<file path="src/rtl/pkt_pkg.sv">
// Shared packet-format definitions for the packet parser and its upstream arbiter.
// Packet length is defined here once so both blocks agree on framing.
package pkt_pkg;

  typedef enum logic {
    ARB  = 1'b0,
    LOCK = 1'b1
  } arb_state_t;

  localparam int ETH_WORDS         = 4;
  localparam int IP_WORDS          = 5;
  localparam int TCP_WORDS         = 5;
  localparam int PKT_WORDS_DEFAULT = 25;

endpackage

</file>
<file path="src/rtl/rr_pick.sv">
// Combinational rotating-priority picker: grants the first requester at or
// above ptr, wrapping modulo N_SRC.
module rr_pick #(
  parameter int N_SRC = 4,
  parameter int PTR_W = $clog2(N_SRC)
) (
  input  logic [N_SRC-1:0] req,
  input  logic [PTR_W-1:0] ptr,
  output logic [N_SRC-1:0] gnt,
  output logic             any_req
);

  logic found;

  // NOTE: every variable written here gets a default first, so no latch is inferred.
  always_comb begin
    gnt   = '0;
    found = 1'b0;
    for (int off = 0; off < N_SRC; off++) begin
      for (int i = 0; i < N_SRC; i++) begin
        if (!found && req[i] && (i == (int'(ptr) + off) % N_SRC)) begin
          gnt[i] = 1'b1;
          found  = 1'b1;
        end
      end
    end
  end

  assign any_req = |req;

endmodule

</file>
<file path="src/rtl/packet_source_arbiter.sv">
// Round-robin, packet-locked arbiter sharing one packet_parser input between
// N_SRC sources; the grant is held for exactly PKT_WORDS accepted beats.
module packet_source_arbiter
  import pkt_pkg::*;
#(
  parameter int WIDTH     = 32,
  parameter int N_SRC     = 4,
  parameter int PKT_WORDS = PKT_WORDS_DEFAULT,
  parameter int CNT_W     = 16
) (
  input  logic                   clk,
  input  logic                   rst,
  input  logic [N_SRC*WIDTH-1:0] src_data,
  input  logic [N_SRC-1:0]       src_valid,
  output logic [N_SRC-1:0]       src_ready,
  output logic [WIDTH-1:0]       par_data,
  output logic                   par_valid,
  input  logic                   par_ready,
  output logic [N_SRC-1:0]       grant,
  output logic                   busy,
  output logic [CNT_W-1:0]       pkts_done
);

  localparam int PTR_W  = $clog2(N_SRC);
  localparam int BEAT_W = $clog2(PKT_WORDS);
  localparam logic [BEAT_W-1:0] LAST_BEAT = BEAT_W'(PKT_WORDS - 1);
  localparam logic [PTR_W-1:0]  LAST_SRC  = PTR_W'(N_SRC - 1);

  arb_state_t        state_q, state_d;
  logic [N_SRC-1:0]  grant_q, grant_d;
  logic              busy_q, busy_d;
  logic [BEAT_W-1:0] beat_q, beat_d;
  logic [PTR_W-1:0]  ptr_q, ptr_d;
  logic [CNT_W-1:0]  pkts_q, pkts_d;

  logic [N_SRC-1:0]  pick_gnt;
  logic              any_req;
  logic [PTR_W-1:0]  grant_idx;
  logic              beat;

  rr_pick #(
    .N_SRC (N_SRC),
    .PTR_W (PTR_W)
  ) u_pick (
    .req     (src_valid),
    .ptr     (ptr_q),
    .gnt     (pick_gnt),
    .any_req (any_req)
  );

  // With no grant held the mux drives zeros, so nothing undefined reaches the parser.
  always_comb begin
    par_data  = '0;
    par_valid = 1'b0;
    src_ready = '0;
    grant_idx = '0;
    for (int i = 0; i < N_SRC; i++) begin
      if (grant_q[i]) begin
        par_data     = src_data[i*WIDTH +: WIDTH];
        par_valid    = src_valid[i];
        src_ready[i] = par_ready;
        grant_idx    = PTR_W'(i);
      end
    end
  end

  assign beat = par_valid && par_ready;

  always_comb begin
    state_d = state_q;
    grant_d = grant_q;
    busy_d  = busy_q;
    beat_d  = beat_q;
    ptr_d   = ptr_q;
    pkts_d  = pkts_q;
    case (state_q)
      ARB: begin
        if (any_req) begin
          grant_d = pick_gnt;
          busy_d  = 1'b1;
          beat_d  = '0;
          state_d = LOCK;
        end
      end
      LOCK: begin
        // Stalls on either side simply leave beat_q untouched; only traffic ends the lock.
        if (beat) begin
          if (beat_q == LAST_BEAT) begin
            state_d = ARB;
            grant_d = '0;
            busy_d  = 1'b0;
            beat_d  = '0;
            ptr_d   = (grant_idx == LAST_SRC) ? '0 : grant_idx + 1'b1;
            if (pkts_q != '1) pkts_d = pkts_q + 1'b1;
          end else begin
            beat_d = beat_q + 1'b1;
          end
        end
      end
      default: state_d = ARB;
    endcase
  end

  // NOTE: non-blocking assignments so every flop samples pre-edge values.
  always_ff @(posedge clk or negedge rst) begin
    if (!rst) begin
      state_q <= ARB;
      grant_q <= '0;
      busy_q  <= 1'b0;
      beat_q  <= '0;
      ptr_q   <= '0;
      pkts_q  <= '0;
    end else begin
      state_q <= state_d;
      grant_q <= grant_d;
      busy_q  <= busy_d;
      beat_q  <= beat_d;
      ptr_q   <= ptr_d;
      pkts_q  <= pkts_d;
    end
  end

  assign grant     = grant_q;
  assign busy      = busy_q;
  assign pkts_done = pkts_q;

endmodule

</file>
<file path="config.mk">
export PLATFORM = sky130hd
export DESIGN_NAME = packet_source_arbiter
export DESIGN_NICKNAME = d
export VERILOG_FILES = /design/src/rtl/pkt_pkg.sv /design/src/rtl/rr_pick.sv /design/src/rtl/packet_source_arbiter.sv
export SDC_FILE = /design/constraint.sdc
export NUM_CORES = 1
export LEC_CHECK = 0
export ABC_CLOCK_PERIOD_IN_PS = 2790
export BUFFER_PORTS_ARGS = -buffer_cell sky130_fd_sc_hd__buf_4
export CAP_MARGIN = 0
export CORE_MARGIN = 2
export CORE_UTILIZATION = 45
export CTS_BUF_LIST = sky130_fd_sc_hd__clkbuf_8
export DETAILED_ROUTE_END_ITERATION = 6
export PLACE_DENSITY = 0.95
export SETUP_SLACK_MARGIN = 0.1
export SLEW_MARGIN = 10
export SYNTH_ARGS = -nofsm -noshare
export SYNTH_HDL_FRONTEND = slang
export SYNTH_SLANG_ARGS = --single-unit
</file>
<file path="constraint.sdc">
create_clock -name clk -period 2.79 [get_ports clk]
set_clock_uncertainty 0.05 [all_clocks]
set_input_delay 0.558 -clock clk [delete_from_list [all_inputs] [get_ports clk]]
set_output_delay 0.558 -clock clk [all_outputs]
set_load 0.05 [all_outputs]
</file>
# Word level (Yosys, flattened, before mapping)
# Cells that the tools add are included.
# totals
mem_bits_ro,0
inputBits,135
out_inout_bits,58
mem_bits_rw,0
latchBits,0
memories,0
reg_bits,29
wordCells,155
# classes
n_div,0
bitwise_logic,4
shifts,0
order_cmp,0
multipliers,0
add_sub_neg,6
n_eq_ne,18
n_mux,62
n_reduce_logical,59
# op_table
op,count
32-bit zero test,4
32-bit 2-to-1 mux,4
1-bit 2-to-1 mux,45
1-bit logical AND,32
"3-bit == test, first input constant",6
"16-bit by 1-bit adder with 16-bit output, second input constant",1
"16-bit inequality test, second input constant",1
1-bit zero test,15
5-bit 2-to-1 mux,3
4-bit 2-to-1 mux,3
5-bit one-hot mux with 2 select lines,1
"2-bit by 3-bit == test with 1-bit output, first input constant",3
4-bit one-hot mux with 2 select lines,1
2-bit 2-to-1 mux,3
3-bit AND reduction,2
2-bit OR reduction,3
"5-bit by 1-bit adder with 5-bit output, second input constant",1
"5-bit == test, second input constant",1
"2-bit by 1-bit adder with 2-bit output, second input constant",2
"2-bit adder, second input constant",2
"2-bit == test, first input constant",2
"2-bit by 1-bit inequality test with 1-bit output, second input constant",2
1-bit one-hot mux with 2 select lines,2
4-bit AND reduction,1
7 further kinds,9

# Longest topological paths before layout
# logic_depth
ltp_word,65
depth_mapped,8
ltp_nobuf,7

# Hierarchy
# A second synthesis with hierarchy kept.
# unflattened
cells_unflattened,322
area_unflattened_um2,2518.7
# modules_own_cells
module,seq_area_each_um2,n_inst,area_per_inst_um2,cells_each
packet_source_arbiter,725.7,1,2419.8,305
rr_pick,0.0,1,98.8,17

# Worst setup path before layout
# Ideal clock, no wire load.
# synth_timing
path_kind,register to output
from,"register grant_q[1], in the netlist grant[1]"
to,output port par_data[15]
path_slack_ns,-0.473
path_stages_with_launch,7
n_path_buf,2
t_arrival_ns,2.655
cell_sequence,dfrtp_1 -> clkbuf_1 -> buf_1 -> a22oi_1 -> nor2_1 -> a21oi_1 -> o21ai_0
# synth_via
elab_chain_cells,3
# synth_lines
item,line_no,rtl
from (decl),packet_source_arbiter.sv:30,"logic [N_SRC-1:0] grant_q, grant_d;"
from (signal assigned),packet_source_arbiter.sv:115,grant_q <= grant_d;
32-bit 2-to-1 mux (3 in a row),packet_source_arbiter.sv:58,if (grant_q[i]) begin
to (decl),packet_source_arbiter.sv:16,"output logic [WIDTH-1:0] par_data,"
# Every way passes these cells.

# Worst setup path in the final report
# layout_timing
from,"register grant_q[2], in the netlist grant[2]"
to,output port par_data[20]
# layout_via
elab_chain_cells,2
# layout_lines
item,line_no
32-bit 2-to-1 mux (2 in a row),packet_source_arbiter.sv:58
# Every way passes these cells.

==> flow_summary_export.csv <==
group,metric,value,unit
setup_path,cp_max_fo,66,
synthesis,synth_common_cells,"49 x nand2_1, 44 x nor2_1, 38 x a21oi_1",
clocking,clockRootBuffer,"clkbuf_8",
finish,diodes,0,
setup_path,path_cells,"buf_4, nor2_1, a21oi_1, o21ai_2, buf_4",
sta,fmax,387,MHz
finish,fin_nets,665,
clocking,clock-sinks,29,
synthesis,ys_seq_elements,29,
routing,route.detailed.drc,0,
setup_path,end_kind,"primary output",
synthesis,synth_compound_area_share,29.0,%
worst_hold_path,hold_path_class,"in -> async",
floorplanning,dieArea,6150,um^2
sta,report.final.hold_viol_count,0,
synthesis,muxShareOfSynthArea,0.452,%
synthesis,syn_area_per_cell,7.15,um^2
synthesis,synthArstFlopShare,100,%
clocking,path_clk_slew,0.07,ns
global_route,grt_first_pass_wirelength,15500,um
placement,post-place-ws,0.423,ns
clocking,cts_tree,"yes",
placement,gp_congestion,0.842,
synthesis,synthAdderAreaFrac,1.51,%
synthesis,synth_edf_count,0,
setup_path,path_class,"reg -> out",
global_route,grt_max_degree,67,
setup_path,path_common_cell,"buf_4",
setup_path,r2r-start,"beat_q[0]",
synthesis,synth_top_family_by_area,"simple AND/OR/NAND/NOR gates",
global_route,grt_usage,31.8,%
synthesis,synth_xor_area_share,5.27,%
run,drv_cap,0,
sta,rsz0062_at_grt,"false",
setup_path,worst_path_max_delay_cell,"buf_4",
placement,place_area,4080,um^2
clocking,post_cts_buffers,0,
sta,slew_viol_final,0,
finish,fin_util,77.1,%
setup_path,cp.required,2.18,ns
clocking,numCtsBuffers,5,
sta,setup_violations,0,
synthesis,synthCells,349,
outcome,outcome,"completed",
clocking,ctsHoldBuffers,0,
setup_path,critPathLaunchType,"flip-flop",
synthesis,yosys_most_used_dff,"dfrtp_1",
setup_path,path_buf_inv,2,
setup_path,critPathTopFamily,"buffers and inverters",
power_and_ir_drop,cellLeakagePower,2.09,nW
sta,finalWorstSetupSlack,0.206,ns
floorplanning,die_y,78.4,um
floorplanning,rows,27,
global_route,grt_pass1_vias,3249,
synthesis,synth_top_cell_by_area,"dfrtp_1",
clocking,h-tree-depth,2,
placement,io_buffer_count,192,
synthesis,synth_cell_types,42,
clocking,worst_skew_pair.late_latency,0.28,ns
sta,min_period,2.58,ns
routing,drtAntennaViolNets,0,
synthesis,ys_seq_area_share,29.1,%
setup_path,r2r_slack,0.54,ns
sta,holdWs,0.138,ns
synthesis,synthTopCellsByArea,"dfrtp_1 29%, a22oi_1 9.3%, a21oi_1 7.6%",
routing,routed_wl,10200,um
floorplanning,fp.coreArea,5440,um^2
synthesis,yosysMostFrequentCell,"nand2_1",
synthesis,yosysWarnings,0,
setup_path,worstRegToRegCells,7,
synthesis,yosys.area.top_type_share,29.1,%
floorplanning,io_pins,193,
sta,max-slew-margin-rel,60.1,%
setup_path,cp.arrival,1.98,ns
clocking,clockBufferDepth,2,
setup_path,critPathMaxStageDelay,0.54,ns
power_and_ir_drop,powerDensity,408,nW/um^2
routing,num_vias,3394,
synthesis,synth-simple-area-share,29.8,%
finish,fill_cells,410,
finish,areaGrowthSynthToFinish,68.2,%
synthesis,synthesis.nets,487,
routing,drt_iter0_markers,249,
routing,dr.pass1.iters,5,
global_route,gr-total-overflow,0,
floorplanning,die_w,78.4,um
placement,dp_hpwl,8080,um
setup_path,rr_endpoint,"pkts_done[12]",
sta,worst_slew_pin_slew,0.599,ns
global_route,antenna_found_initial,0,
finish,final_area,4200,um^2
sta,period_share,92.6,%
power_and_ir_drop,power,0.00171,W
finish,drive_above_1_share,46.4,%
routing,wl_per_cell,17.0,um
synthesis,syn_area,2490,um^2
floorplanning,initial_core_util,45.8,%
power_and_ir_drop,peakVddDrop,301,uV
routing,vias_per_cell,5.66,
worst max path at each step:
| stage | depth (start not counted) | start | to | slack (ns) |
|---|---|---|---|---|
| 6_report | 5 | grant[2] | par_data[20] | 0.21 |
| 5_1_grt | 5 | grant[2] | par_data[20] | 0.12 |
| 4_1_cts | 5 | grant[2] | par_data[20] | 0.25 |
| 3_5_place_dp | 5 | src_valid[0] | par_valid | 0.42 |
| 3_3_place_gp | 5 | src_valid[0] | par_valid | 0.45 |
| 2_1_floorplan | 6 | grant[1] | par_data[15] | -0.1 |
layout by cell type (no fill, tap or decap), types with 7 or more instances in the layout:
cell type	instances
a21oi_1	38
a22oi_1	31
buf_4	194
dfrtp_1	27
inv_1	7
nand2_1	49
nand3_1	15
nor2_1	44
o21ai_2	30
xor2_1	12
what timing repair did:
item                                    in CTS  in global routing
endpoints found under the hold margin        0                  0
endpoints found under the setup margin       0                  6
gates resized for setup                      0                  1
per-layer routing:
| layer | part of all wire, % | global-route usage [%] | vias to the layer above |
|---|---|---|---|
| met3 | 7.0 | 7.13 | 22 |
| met5 | 0 | 0 | - |
| met2 | 51 | 56.9 | 158 |
| met4 | 2.3 | 9.47 | 0 |
| li1 | - | - | 1618 |
| met1 | 39 | 38.1 | 1596 |
layout make-up:
class                      instances  area [um^2]  share of cell area [%]
sequential                        29          728                    17.4
clock inverter                     3         38.8                   0.925
multi-input combinational        289         1760                    41.9
inverter                           6         22.5                   0.537
tap                               72         90.1                    2.15
clock buffer                       5         68.8                    1.64
timing repair buffer             196         1490                    35.5
cell families (layout without fill, tap and decap cells):
| family | after synthesis | count (layout) |
|---|---|---|
| AO/OA/AOI/OAI | 119 | 119 |
| XOR/XNOR | 15 | 15 |
| AND/OR/NAND/NOR | 151 | 151 |
| buffers and inverters | 31 | 210 |
| flip-flops | 29 | 29 |
| adder cells (fa/ha/maj) | 3 | 3 |
| multiplexers | 1 | 1 |
state kept, by name, summed over array words and instances, names as in the netlist:
signal	cells
ptr_q	2
state_q	1
pkts_done	16
beat_q	5
grant	4
busy	1
report_power, final:
part / leakage [nW] / internal (W) / switching, W
sequential: 0.377 / 0.000451 / 0.0000477
clock: 0.0593 / 0.000261 / 0.000159
combinational: 1.66 / 0.000320 / 0.000473
through the flow:
stage,instances,setup TNS [ns]
6_report,600,0
5_1_grt,600,0
4_1_cts,600,0
3_5_place_dp,592,0
3_3_place_gp,592,0
2_1_floorplan,349,-0.0955
(Power assumes the default switching activity.)
